`config.mk`:
```
export PLATFORM = sky130hd
export DESIGN_NAME = mixcol_sequencer
export DESIGN_NICKNAME = d
export VERILOG_FILES = /design/src/rtl/mixcol_sequencer.sv
export SDC_FILE = /design/constraint.sdc
export NUM_CORES = 1
export LEC_CHECK = 0
export CORE_MARGIN = 2
export CORE_UTILIZATION = 45
export CTS_CLUSTER_SIZE = 20
export DETAILED_ROUTE_END_ITERATION = 7
export DONT_BUFFER_PORTS = 1
export SLEW_MARGIN = 20
export SYNTH_ARGS = -nofsm -noshare
export SYNTH_HDL_FRONTEND = slang
export SYNTH_SLANG_ARGS = --single-unit
```
`constraint.sdc`:
```
create_clock -name clk_in -period 4.8 [get_ports clk_in]
set_input_delay 1.2 -clock clk_in [delete_from_list [all_inputs] [get_ports clk_in]]
set_output_delay 1.2 -clock clk_in [all_outputs]
set_load 0.02 [all_outputs]
```
`src/rtl/mixcol_sequencer.sv`:
```
// mixcol_sequencer: AES MixColumns one column per cycle; define MIXCOL_DECRYPT_EN for decrypt_in/InvMixColumns
module mixcol_sequencer (
  input  logic         clk_in,
  input  logic         rst_n_in,
  input  logic         start_in,
  input  logic         bypass_in,
`ifdef MIXCOL_DECRYPT_EN
  input  logic         decrypt_in,
`endif
  input  logic [127:0] state_in,
  output logic         ready_out,
  output logic         valid_out,
  input  logic         ack_in,
  output logic [127:0] state_out,
  output logic [1:0]   col_out
);
  typedef enum logic [1:0] {IDLE, BUSY, DONE} state_t;
  state_t state, state_nx;
  logic [127:0] in_q, res_q;
  logic         byp_q, dec_q;
  logic [1:0]   col_cnt;
  logic [6:0]   base;
  logic [31:0]  col, mixed;

  function automatic logic [7:0] xt(input logic [7:0] a);
    return {a[6:0], 1'b0} ^ (a[7] ? 8'h1b : 8'h00);
  endfunction

  function automatic logic [7:0] m(input logic [7:0] x, input logic [3:0] k);
    return (k[0] ? x : 8'h00) ^ (k[1] ? xt(x) : 8'h00) ^ (k[2] ? xt(xt(x)) : 8'h00) ^ (k[3] ? xt(xt(xt(x))) : 8'h00);
  endfunction

  function automatic logic [7:0] slice(input logic [7:0] a, b, c, d, input logic inv);
    return inv ? m(a, 4'hE) ^ m(b, 4'hB) ^ m(c, 4'hD) ^ m(d, 4'h9) : m(a, 4'h2) ^ m(b, 4'h3) ^ c ^ d;
  endfunction

  assign base  = 7'd127 - {col_cnt, 5'd0};
  assign col   = in_q[base -: 32];
  assign mixed = {slice(col[31:24], col[23:16], col[15:8], col[7:0], dec_q),
                  slice(col[23:16], col[15:8], col[7:0], col[31:24], dec_q),
                  slice(col[15:8], col[7:0], col[31:24], col[23:16], dec_q),
                  slice(col[7:0], col[31:24], col[23:16], col[15:8], dec_q)};

  assign ready_out = state == IDLE;
  assign valid_out = state == DONE;
  assign state_out = res_q;
  assign col_out   = state == BUSY ? col_cnt : 2'd0;

  always_comb begin
    state_nx = state;
    state_nx = state == IDLE ? (start_in ? BUSY : IDLE) :
               state == BUSY ? ((byp_q || col_cnt == 2'd3) ? DONE : BUSY) :
               (ack_in ? IDLE : DONE);
  end

  always_ff @(posedge clk_in or negedge rst_n_in)
    if (!rst_n_in) state <= IDLE;
    else state <= state_nx;

  always_ff @(posedge clk_in or negedge rst_n_in) begin
    if (!rst_n_in) begin
      in_q    <= '0;
      res_q   <= '0;
      byp_q   <= 1'b0;
      col_cnt <= 2'd0;
    end else if (state == IDLE && start_in) begin
      in_q    <= state_in;
      byp_q   <= bypass_in;
      col_cnt <= 2'd0;
    end else if (state == BUSY) begin
      if (byp_q) res_q <= in_q;
      else begin
        res_q[base -: 32] <= mixed;
        col_cnt           <= col_cnt + 2'd1;
      end
    end
  end

`ifdef MIXCOL_DECRYPT_EN
  always_ff @(posedge clk_in or negedge rst_n_in)
    if (!rst_n_in) dec_q <= 1'b0;
    else if (state == IDLE && start_in) dec_q <= decrypt_in;
`else
  assign dec_q = 1'b0;
`endif
endmodule
```
# Word-level counts from Yosys, hierarchy flattened
# Cells that the tools add are included.
# Widths: inputs -> output; s select.
# word_totals
reg_bits	261
in_bits	133
word_cells	57
# op_classes
n_addsub	3
n_eq_ne	4
shift	3
n_mux	15
n_bitwise	21
reduce_logical	6
# op_table
operator	n
$shift 32x9->159 const A	1
$shiftx 159x8->32	1
$shiftx 32x9->159	1
$xor 8x8->8	19
$bwmux 128	1
$mux 128	1
$mux 5	4
$mux 2	8
$neg 7->9	1
$xor 8x5->8	1
$sub 7x7->7 const A	1
$eq 2x2->1 const B	2
$reduce_and 2->1	2
$add 2x1->2 const B	1
$eq 2x1->1 const B	1
$logic_not 2->1	1
$ne 2x1->1 const B	1
$reduce_bool 2->1	1
$logic_and 1x1->1	1
$logic_or 1x1->1	1
$mux 1	1
$not 1->1	1

# Logic depth before layout (Yosys ltp)
# logic_depth
depth_word	11
ltp_mapped	8

# Worst setup path after synthesis
# No wires, ideal clock.
# synth_timing
path_type	input to register
start	input port start_in
end	register in_q[117]
t_arrival_ns	2.398
t_required_ns	4.675
setup_slack_ns	2.277
cell_stages	4
n_path_buf	2
path_cell_list	and2_1 clkbuf_1 buf_1 mux2_2
# synth_via
elab_chain_cells	1
# synth_rtl
element	line_no	text
start: declaration	5	input logic start_in,
$logic_and 1x1->1	66	end else if (state == IDLE && start_in) begin
end signal: assignment	67	in_q <= state_in;
end: declaration	19	logic [127:0] in_q, res_q;
# Every way passes these cells.
# A chain may end at the register's enable or synchronous reset.

# Final worst setup path
# layout_timing
start	register col_cnt[0]
end	register res_q[13], in the netlist state_out[13]
# layout_via
elab_chain_cells	11
elab_cells_between_ends	31
# layout_rtl
element	line_no	text
start: declaration	21	logic [1:0] col_cnt;
start signal: assignment	74	col_cnt <= col_cnt + 2'd1;
$sub 7x7->7 *	37	assign base = 7'd127 - {col_cnt, 5'd0};
$shiftx 159x8->32	38	assign col = in_q[base -: 32];
$mux 5	n/a	
$xor 8x5->8 or $xor 8x8->8 (tied branches)	n/a	
$xor 8x8->8 (on tied branches)	n/a	
$xor 8x8->8 (3 in a row)	34	return inv ? m(a, 4'hE) ^ m(b, 4'hB) ^ m(c, 4'hD) ^ m(d, 4'h9) : m(a, 4'h2) ^ m(b, 4'h3) ^ c ^ d;
$shiftx 32x9->159	73	res_q[base -: 32] <= mixed;
$bwmux 128 *	73	
$mux 128 *	71	if (byp_q) res_q <= in_q;
end signal: assignment	71	
end signal: indexed assignment	73	
end: declaration	19	
# Every way passes the cells marked *; elsewhere a longest branch is shown, timed or not.

==> out/results.ini <==
[status]
outcome = finished, final reports clean

[cells_and_area]
area_delta_synth_final_pct = 10.0
final_cell_mix = 258 x dfrtp_1, 135 x nor2_1, 130 x mux2_2
final_common_cell = dfrtp_1
fin_nets = 1102
fillers = 2437
layout-drive-gt1-share_pct = 24.9

[critical_path]
startpoint_type = register
regToRegStartpoint = col_cnt[0]
r2r-end = state_out[13]
critPathKind = reg -> reg
arrival_ns = 3.73
crit_fanout = 21
cp-end-kind = register
worstPathRequired_ns = 5.23
r2r_setup_slack_ns = 1.50
reg2reg_depth = 5

[clock_tree]
ctsHoldBuffers = 0
clockBufferDepth = 3
path_clk_slew_ns = 0.06
clock-sinks = 261
post_cts_buffers = 0
cts_tree = yes
cts_buffers = 28
clockRootBuffer = clkbuf_16
clk_latency_ns = 0.55
cts_htree_levels = 1
cts_resized = 0

[sta]
worstMarginPinSlew_ns = 1.03
fmaxAchievable_mhz = 303
holdWs_ns = 0.363
fin_tns_setup_ns = 0
clock_skew_ns = 0.0119
rsz0062_at_grt = no
finalCriticalPeriod_ns = 3.30
setup_viol = 0
finalHoldViolCount = 0
relSlewSlack_pct = 31.2
final_max_slew_viol_count = 0
fin_crit_sh_pct = 68.7

[logic_synthesis]
synth.largest_area_cell = dfrtp_1
synth_seq_cells = 261
netlist_area_um2 = 12600
syn-num-nets = 1129
yosysWarnings = 0
yosysSeqAreaShare_pct = 51.9
syn_inst = 992
synth_top_cells_by_area = dfrtp_1 52%, mux2_2 12%, o22ai_1 6.4%, xnor3_1 6.1%, mux4_2 5.7%
netlist.area_leader.share_pct = 51.9
yosysUniqueCellTypes = 30
avgSynthCellArea_um2 = 12.7

[die]
die_h_um = 171
io_pins = 265
die-width_um = 171
floorplan.initialDensity_pct = 45.5
core-area_um2 = 27600
die-area_um2 = 29300
rows = 61

[placed_design]
port_buffers = 0
hpwl_mm = 26.1
gp_congestion = 0.868

[global_routing]
grt_pass1_wl_mm = 57.5
antenna_found_initial = 2
overflow = 0
grt_pass1_vias = 8618
grt_max_degree = 262
track_usage_pct = 26.5

[detailed_routing]
vias = 8538
drc = 0
ant_nets = 0
wl_per_cell_um = 28.7
first_pass_iters = 4
drt-initial-drc-count = 889
wl_mm = 39.2
avgViaCountPerCell = 6.26

[run]
maxCapViolations = 0

[worst_hold_path]
min-delay-path-class = in -> async

area by class of cell:
type / instances / area, µm² / area share [%]
Antenna cell: 3 / 7.51 / 0.0542
Clock buffer: 43 / 868 / 6.27
Clock inverter: 5 / 27.5 / 0.199
Inverter: 3 / 11.3 / 0.0813
Multi-Input combinational cell: 652 / 5760 / 41.6
Sequential cell: 261 / 6540 / 47.2
Tap cell: 378 / 473 / 3.42
Timing Repair Buffer: 19 / 155 / 1.12
through the flow:
step,cells,cell area (µm²),util (%),setup WS [ns]
floorplan,992,12600,-,2.28
global placement,1313,12900,46.8,1.49
detailed placement,1313,12900,46.8,1.49
CTS,1361,13800,50.1,1.47
global route,1363,13800,50.1,1.29
finish,1364,13800,50.1,1.50
cell usage after synthesis, drive strengths merged:
cell type and number:
dfrtp 261, nor2 135, mux2 130, a21oi 128, o22ai 128, clkbuf 69, xnor3 34, mux4 32
xor2 19, xnor2 10, xor3 10, buf 7, o21ai 6, ha 4, nand4 4, a22o 3
and2 3, inv 3, o21a 3, nor2b 2, mux2i 1
kinds of logic (layout without fill, tap and decap cells):
logic type	Yosys count	after routing	synth area share [%]
AO/OA/AOI/OAI	268	268	12.1
AND/OR/NAND/NOR	144	144	4.47
multiplexers	163	163	17.4
adder cells (fa/ha/maj)	4	4	0.398
flip-flops	261	261	51.9
XOR/XNOR	73	73	11.0
buffers and inverters	79	70	2.73
other	0	3	0
state kept, by name, indices dropped and copies added, names as in the netlist:
signal and flops:
byp_q 1, state 2, state_out 128, in_q 128, col_cnt 2
critical path, cell delays in order (launching register included):
cell	delay, ns
dfrtp_2	0.79
buf_4	0.51
mux4_2	0.64
xor2_1	0.47
xor3_1	0.54
o22ai_1	0.21
worst max path at each step:
stage	startpoint	endpoint	slack (ns)	cells past startpoint
after CTS	col_cnt[0]	state_out[13]	1.47	5
after global routing	col_cnt[0]	state_out[13]	1.29	5
after floorplan	start_in	in_q[117]	2.28	4
after detailed placement	col_cnt[0]	state_out[92]	1.49	5
final	col_cnt[0]	state_out[13]	1.50	5
after global placement	col_cnt[0]	state_out[7]	1.49	5
metal layers:
metal / vias to the layer above / routed length (µm) / GRT usage (%)
met5: - / 0 / 0
met4: 0 / 922 / 7.26
met3: 61 / 3920 / 7.94
met2: 438 / 18500 / 41.7
met1: 4430 / 15900 / 36.0
li1: 3609 / - / -
Power is left out: the tool's default activity adds up to more than one toggle a clock period on the data nets, which glitch-free logic cannot reach.
